<file path="config.mk">
export PLATFORM = sky130hd
export DESIGN_NAME = wb_arbiter
export DESIGN_NICKNAME = d
export VERILOG_FILES = /design/src/rtl/riscvx_pkg.sv /design/src/rtl/wb_fifo.sv /design/src/rtl/wb_arbiter.sv
export SDC_FILE = /design/constraint.sdc
export NUM_CORES = 1
export LEC_CHECK = 0
export CAP_MARGIN = 0
export CORE_MARGIN = 3
export CORE_UTILIZATION = 43
export CTS_CLUSTER_SIZE = 10
export DETAILED_ROUTE_END_ITERATION = 7
export HOLD_SLACK_MARGIN = 0.08
export MAX_ROUTING_LAYER = met4
export PLACE_DENSITY = 0.8
export SYNTH_ARGS = -nofsm -noshare
export SYNTH_HDL_FRONTEND = slang
export SYNTH_SLANG_ARGS = --single-unit
</file>
<file path="constraint.sdc">
create_clock -name clk -period 2.9 [get_ports clk]
set_input_delay 0.725 -clock clk [delete_from_list [all_inputs] [get_ports clk]]
set_output_delay 0.725 -clock clk [all_outputs]
set_load 0.02 [all_outputs]
</file>
<file path="src/rtl/riscvx_pkg.sv">
// Shared definitions for the writeback path.
//   XLEN       : datapath width
//   REG_ADDR_W : register-file address width
//   wb_entry_t : one pending writeback {rd, data}
package riscvx_pkg;

  localparam int XLEN       = 32;
  localparam int REG_ADDR_W = 5;

  typedef struct packed {
    logic [REG_ADDR_W-1:0] rd;
    logic [XLEN-1:0]       data;
  } wb_entry_t;

  // One-hot decode of a register address, with x0 forced to zero because
  // x0 is never a real destination.
  function automatic logic [31:0] rd_onehot(input logic [REG_ADDR_W-1:0] rd);
    logic [31:0] oh;
    oh     = 32'd1 << rd;
    oh[0]  = 1'b0;
    return oh;
  endfunction

endpackage

</file>
<file path="src/rtl/wb_fifo.sv">
// Synchronous FIFO holding long-latency writeback results.
// Ports:
//   clk, rst     : clock, synchronous active-high reset (empties the FIFO)
//   push         : enqueue push_entry (ignored when full)
//   push_entry   : entry to enqueue
//   pop          : dequeue head (ignored when empty)
//   head         : oldest entry
//   count        : occupancy, 0..DEPTH
//   entry_valid  : per-slot occupancy, used for the pending-destination mask
//   entries      : raw slot contents, meaningful where entry_valid is set
module wb_fifo
  import riscvx_pkg::*;
#(
  parameter int  DEPTH = 2,
  localparam int PTR_W = (DEPTH > 1) ? $clog2(DEPTH) : 1,
  localparam int CNT_W = $clog2(DEPTH) + 1
) (
  input  logic             clk,
  input  logic             rst,
  input  logic             push,
  input  wb_entry_t        push_entry,
  input  logic             pop,
  output wb_entry_t        head,
  output logic [CNT_W-1:0] count,
  output logic [DEPTH-1:0] entry_valid,
  output wb_entry_t        entries [DEPTH]
);

  wb_entry_t        mem_q [DEPTH];
  logic [PTR_W-1:0] wr_ptr_q, rd_ptr_q;
  logic [CNT_W-1:0] count_q, count_d;
  logic [DEPTH-1:0] valid_q, valid_d;
  logic             full, empty, push_ok, pop_ok;

  assign full    = (count_q == CNT_W'(DEPTH));
  assign empty   = (count_q == '0);
  assign push_ok = push && !full;
  assign pop_ok  = pop && !empty;

  // Slot valid bits mirror the pointer pair; a pop clears the head slot and
  // a push sets the tail slot. Both can happen in one cycle on different slots.
  always_comb begin
    valid_d = valid_q;
    if (pop_ok)  valid_d[rd_ptr_q] = 1'b0;
    if (push_ok) valid_d[wr_ptr_q] = 1'b1;
  end

  always_comb begin
    count_d = count_q;
    case ({push_ok, pop_ok})
      2'b10:   count_d = count_q + CNT_W'(1);
      2'b01:   count_d = count_q - CNT_W'(1);
      default: count_d = count_q;
    endcase
  end

  always_ff @(posedge clk) begin
    if (rst) begin
      wr_ptr_q <= '0;
      rd_ptr_q <= '0;
      count_q  <= '0;
      valid_q  <= '0;
    end else begin
      if (push_ok) wr_ptr_q <= wr_ptr_q + PTR_W'(1);
      if (pop_ok)  rd_ptr_q <= rd_ptr_q + PTR_W'(1);
      count_q <= count_d;
      valid_q <= valid_d;
    end
  end

  // Storage carries no reset; slot contents are qualified by valid_q.
  always_ff @(posedge clk) begin
    if (push_ok) mem_q[wr_ptr_q] <= push_entry;
  end

  assign head        = mem_q[rd_ptr_q];
  assign count       = count_q;
  assign entry_valid = valid_q;
  assign entries     = mem_q;

endmodule

</file>
<file path="src/rtl/wb_arbiter.sv">
// Writeback arbiter in front of the register file's single write port.
// Merges the in-order pipeline writeback with long-latency (mul/div) results
// buffered in a small FIFO. The pipeline wins unless the FIFO is full, in
// which case the pipeline stalls one cycle while the head drains.
// Ports:
//   clk, rst                        : clock, synchronous active-high reset
//   pipe_valid/pipe_rd/pipe_data    : pipeline writeback beat
//   wb_stall                        : beat not accepted this cycle (hold inputs)
//   lu_valid/lu_rd/lu_data          : long-latency result offer
//   lu_ready                        : FIFO accepts; transfer on lu_valid && lu_ready
//   rd/regwrite/rd_data             : registered register-file write port
//   pend_mask                       : destinations held in the FIFO (bit 0 always 0)
//
// Handshakes: pipe side is valid/stall - a beat with pipe_valid high and
// wb_stall low is consumed at the clock edge; otherwise upstream holds it.
// lu side is valid/ready - a transfer happens at the edge where both are high
// and is never retracted; an x0 destination completes the handshake but is
// dropped.
module wb_arbiter
  import riscvx_pkg::*;
#(
  parameter int XLEN  = riscvx_pkg::XLEN,
  parameter int DEPTH = 2
) (
  input  logic            clk,
  input  logic            rst,
  input  logic            pipe_valid,
  input  logic [4:0]      pipe_rd,
  input  logic [XLEN-1:0] pipe_data,
  output logic            wb_stall,
  input  logic            lu_valid,
  input  logic [4:0]      lu_rd,
  input  logic [XLEN-1:0] lu_data,
  output logic            lu_ready,
  output logic [4:0]      rd,
  output logic            regwrite,
  output logic [XLEN-1:0] rd_data,
  output logic [31:0]     pend_mask
);

  localparam int CNT_W = $clog2(DEPTH) + 1;

  wb_entry_t        push_entry, head;
  wb_entry_t        entries [DEPTH];
  logic [CNT_W-1:0] count;
  logic [DEPTH-1:0] entry_valid;
  logic             full, pipe_take, pop, push;

  logic [4:0]       rd_q, rd_d;
  logic             regwrite_q, regwrite_d;
  logic [XLEN-1:0]  rd_data_q, rd_data_d;
  logic [31:0]      pend_d;

  assign full      = (count == CNT_W'(DEPTH));
  assign wb_stall  = full && !rst;
  assign lu_ready  = !full && !rst;

  // An x0 pipeline beat is consumed without a write, leaving the port free
  // for the FIFO head in the same cycle.
  assign pipe_take = pipe_valid && !full && (pipe_rd != 5'd0);
  assign pop       = (count != '0) && !pipe_take;
  assign push      = lu_valid && lu_ready && (lu_rd != 5'd0);

  assign push_entry.rd   = lu_rd;
  assign push_entry.data = lu_data;

  wb_fifo #(.DEPTH(DEPTH)) u_fifo (
    .clk         (clk),
    .rst         (rst),
    .push        (push),
    .push_entry  (push_entry),
    .pop         (pop),
    .head        (head),
    .count       (count),
    .entry_valid (entry_valid),
    .entries     (entries)
  );

  always_comb begin
    rd_d       = rd_q;
    rd_data_d  = rd_data_q;
    regwrite_d = 1'b0;
    if (pipe_take) begin
      regwrite_d = 1'b1;
      rd_d       = pipe_rd;
      rd_data_d  = pipe_data;
    end else if (pop) begin
      regwrite_d = 1'b1;
      rd_d       = head.rd;
      rd_data_d  = head.data;
    end
  end

  always_ff @(posedge clk) begin
    if (rst) begin
      rd_q       <= '0;
      regwrite_q <= 1'b0;
      rd_data_q  <= '0;
    end else begin
      rd_q       <= rd_d;
      regwrite_q <= regwrite_d;
      rd_data_q  <= rd_data_d;
    end
  end

  assign rd       = rd_q;
  assign regwrite = regwrite_q;
  assign rd_data  = rd_data_q;

  // Only FIFO-resident destinations are reported; the output register is
  // covered by the register file's write bypass.
  always_comb begin
    pend_d = '0;
    for (int i = 0; i < DEPTH; i++) begin
      if (entry_valid[i]) pend_d = pend_d | rd_onehot(entries[i].rd);
    end
    if (rst) pend_d = '0;
  end

  assign pend_mask = pend_d;

endmodule

</file>
==> results of run 1 <==
cells by family (layout without fill, tap and decap cells):
| kind of cell | Yosys count | in the layout | synth area share [%] |
|---|---|---|---|
| AND/OR/NAND/NOR | 157 | 157 | 12.64 |
| flip-flops | 118 | 118 | 58.49 |
| AO/OA/AOI/OAI | 114 | 114 | 17.36 |
| buffers and inverters | 40 | 198 | 3.703 |
| multiplexers | 38 | 38 | 7.170 |
| XOR/XNOR | 2 | 2 | 0.3302 |
| adder cells (fa/ha/maj) | 1 | 1 | 0.2358 |
| other | 1 | 1 | 0.07069 |
placed cells by master (no fill, tap or decap), drive strengths merged, types with 6 or more instances in the layout:
master         synthesis  final
a21oi                 40     40
clkdlybuf4s50          0    120
nand2                 41     41
edfxtp                74     74
mux2i                 38     38
a22oi                 31     31
clkinv                 0      6
dfxtp                 44     44
a211o                 37     37
dlymetal6s2s           0     26
nor2                  85     85
buf                   15     18
clkbuf                24     23
per-stage QoR:
stage,util (%),cells
after floorplan,-,471
after global placement,58.71,734
after detailed placement,58.71,734
after CTS,64.01,766
after global routing,65.26,772
final,65.26,772
final cells by class:
cell class	count	area [sq um]
Clock inverter	9	98.84
Inverter	1	3.754
Timing Repair Buffer	165	1683
Clock buffer	23	488.0
Fill cell	877	4069
Tap cell	143	178.9
Sequential cell	118	3104
Multi-Input combinational cell	313	2086
sequential cells by signal (all words and copies together) (netlist names):
name                cells
u_fifo.entry_valid      2
u_fifo.entries         74
rd_data                32
u_fifo.count            2
rd                      5
u_fifo.wr_ptr_q         1
regwrite                1
u_fifo.rd_ptr_q         1
layer usage:
layer,GRT usage (%),wire length (um)
met1,22.57,5384
met2,32.61,6484
met3,4.576,916
met4,7.645,242
met5,-,0
worst max-delay path by stage:
stage,to,depth (start not counted)
6_report,pend_mask[4],5
5_1_grt,pend_mask[4],5
4_1_cts,pend_mask[29],4
3_5_place_dp,u_fifo.count[1]$_SDFFE_PP0P_,7
3_3_place_gp,u_fifo.count[1]$_SDFFE_PP0P_,7
2_1_floorplan,u_fifo.entries[37]$_DFFE_PP_,3
worst max-delay path: stages, from the launching register on:
cell and delay [ps]:
edfxtp_1 410, nand2b_1 290, nor2_2 230, a22oi_1 120, nor2_1 110, clkdlybuf4s50_1 610
power by group:
part           switching (W)  internal [W]  total, W
Sequential          0.000223       0.00210   0.00233
Clock               0.000683       0.00135   0.00203
Combinational        0.00127       0.00107   0.00234
Total                0.00217       0.00452   0.00670
repair_timing:
action | CTS | global route
gates resized for setup | 10 | 37
setup buffers | 0 | 6
endpoints found under the setup margin | 27 | 30
==> flow_metrics.py, run 1 <==
metrics = {
    "floorplanning": {
        "dieArea_sq_mm": 0.01371,
        "die_w_um": 117.1,
        "rows": 39,
        "core_sq_mm": 0.01171,
        "ioPinCount": 150,
        "die_y_um": 117.1,
        "start_util_pct": 45.30,
    },
    "synth": {
        "synth_common_cells": "nor2_1 (85), edfxtp_1 (74), dfxtp_1 (44)",
        "avgSynthCellArea_sq_um": 11.26,
        "postSynthCellCount": 471,
        "yosys_warnings": 0,
        "yosysSeqAreaShare_pct": 58.49,
        "ys_async_sr_fraction_pct": 0,
        "yosysMostFrequentCell": "nor2_1",
        "synth_edf_count": 74,
        "yosysUniqueCellTypes": 33,
        "synth_nets": 550,
        "syn_area_sq_mm": 0.005305,
        "ys_top_cells_by_area": "edfxtp_1 (42%), dfxtp_1 (17%), mux2i_1 (7.2%)",
        "synth_top_area_cell": "edfxtp_1",
        "synthFlopType": "edfxtp_1",
        "yosys.area.top_type_share_pct": 41.89,
        "synth_seq_cells": 118,
    },
    "final_layout": {
        "fin_nets": 695,
        "drive_gt1_share_pct": 16.06,
        "finalInstanceArea_sq_mm": 0.007642,
        "n_antenna_cell": 0,
        "area_delta_synth_final_pct": 44.06,
    },
    "global_routing": {
        "grt_max_degree": 74,
        "grt_pass1_wl_mm": 20.13,
        "grt-ovfl-total": 0,
        "grt_usage_pct": 19.42,
        "grt_pass1_vias": 4205,
        "antenna_found_initial": 0,
    },
    "clocking": {
        "path_clk_slew_ps": 50,
        "cts_root_buf": "clkbuf_16",
        "postCtsHoldBufs": 0,
        "clk_latency_ps": 400,
        "clkSinkCount": 118,
        "htree_levels": 4,
        "cts_tree": "built",
        "clk_path_buf_depth": 2,
        "cts_inserted_buffers": 17,
    },
    "routing": {
        "wire_per_inst_um": 16.88,
        "routed_wl_mm": 13.03,
        "post_drt_via_cell_ratio": 5.418,
        "drt-initial-drc-count": 340,
        "first_pass_iters": 6,
        "dr_total_vias": 4183,
        "final_antenna_net_count": 0,
        "drc": 0,
    },
    "sta": {
        "finalMaxSlewViolations": 0,
        "clock_skew_ps": 10.51,
        "relSlewSlack_pct": 45.55,
        "worst_pin_slew_ps": 816.8,
        "holdWs_ps": 507.2,
        "rsz0062_at_grt": "yes",
        "finalCritPeriodShare_pct": 99.54,
        "setup_viol": 0,
        "finalSetupTns_ps": 0,
        "period_needed_ps": 2887,
        "layout_setup_ws_ps": 13.37,
        "max_freq_ghz": 0.3464,
        "hold_viol": 0,
    },
    "critical_path": {
        "cp_max_fo": 4,
        "regToRegEndpoint": "u_fifo.count[1]$_SDFFE_PP0P_",
        "crit_required_ps": 2170,
        "start_kind": "register",
        "r2r-start": "u_fifo.count[0]$_SDFFE_PP0P_",
        "cp_data_arrival_time_ps": 2160,
        "worstSetupPathType": "register to primary output",
        "rrSetupSlack_ps": 690,
        "critPathCaptureType": "primary output",
        "r2r_cells": 6,
        "worstSetupStartpoint": "u_fifo.entries[32]$_DFFE_PP_",
    },
    "placement": {
        "gp_congestion": 0.9043,
        "placed_cell_area_sq_mm": 0.006875,
        "numPortBuffers": 148,
        "dp_slack_ps": -54.04,
        "place_hpwl_mm": 8.915,
    },
    "pwr": {
        "peakVddDrop_uv": 587.5,
        "power.total_w": 0.006697,
        "leakage_nw": 3.122,
        "power_density_mw_per_mm2": 876.3,
    },
    "min_path": {
        "min_to": "u_fifo.entry_valid[1]$_SDFF_PP0_",
        "whs_path_depth": 2,
        "hold_start": "u_fifo.entry_valid[1]$_SDFF_PP0_",
        "hp-class": "register to register",
    },
    "flow_run": {
        "drv_cap": 0,
    },
    "status": {
        "status": "completed",
    },
}
Power figures use the tool's default switching activity.
==> inputs of run 2 (changes only) <==
--- a/config.mk
+++ b/config.mk
@@ -13,6 +13,7 @@
 export HOLD_SLACK_MARGIN = 0.08
 export MAX_ROUTING_LAYER = met4
 export PLACE_DENSITY = 0.8
+export SLEW_MARGIN = 20
 export SYNTH_ARGS = -nofsm -noshare
 export SYNTH_HDL_FRONTEND = slang
 export SYNTH_SLANG_ARGS = --single-unit
==> results of run 2 <==
No change in the layout: final DEF, timing and power equal those of run 1.
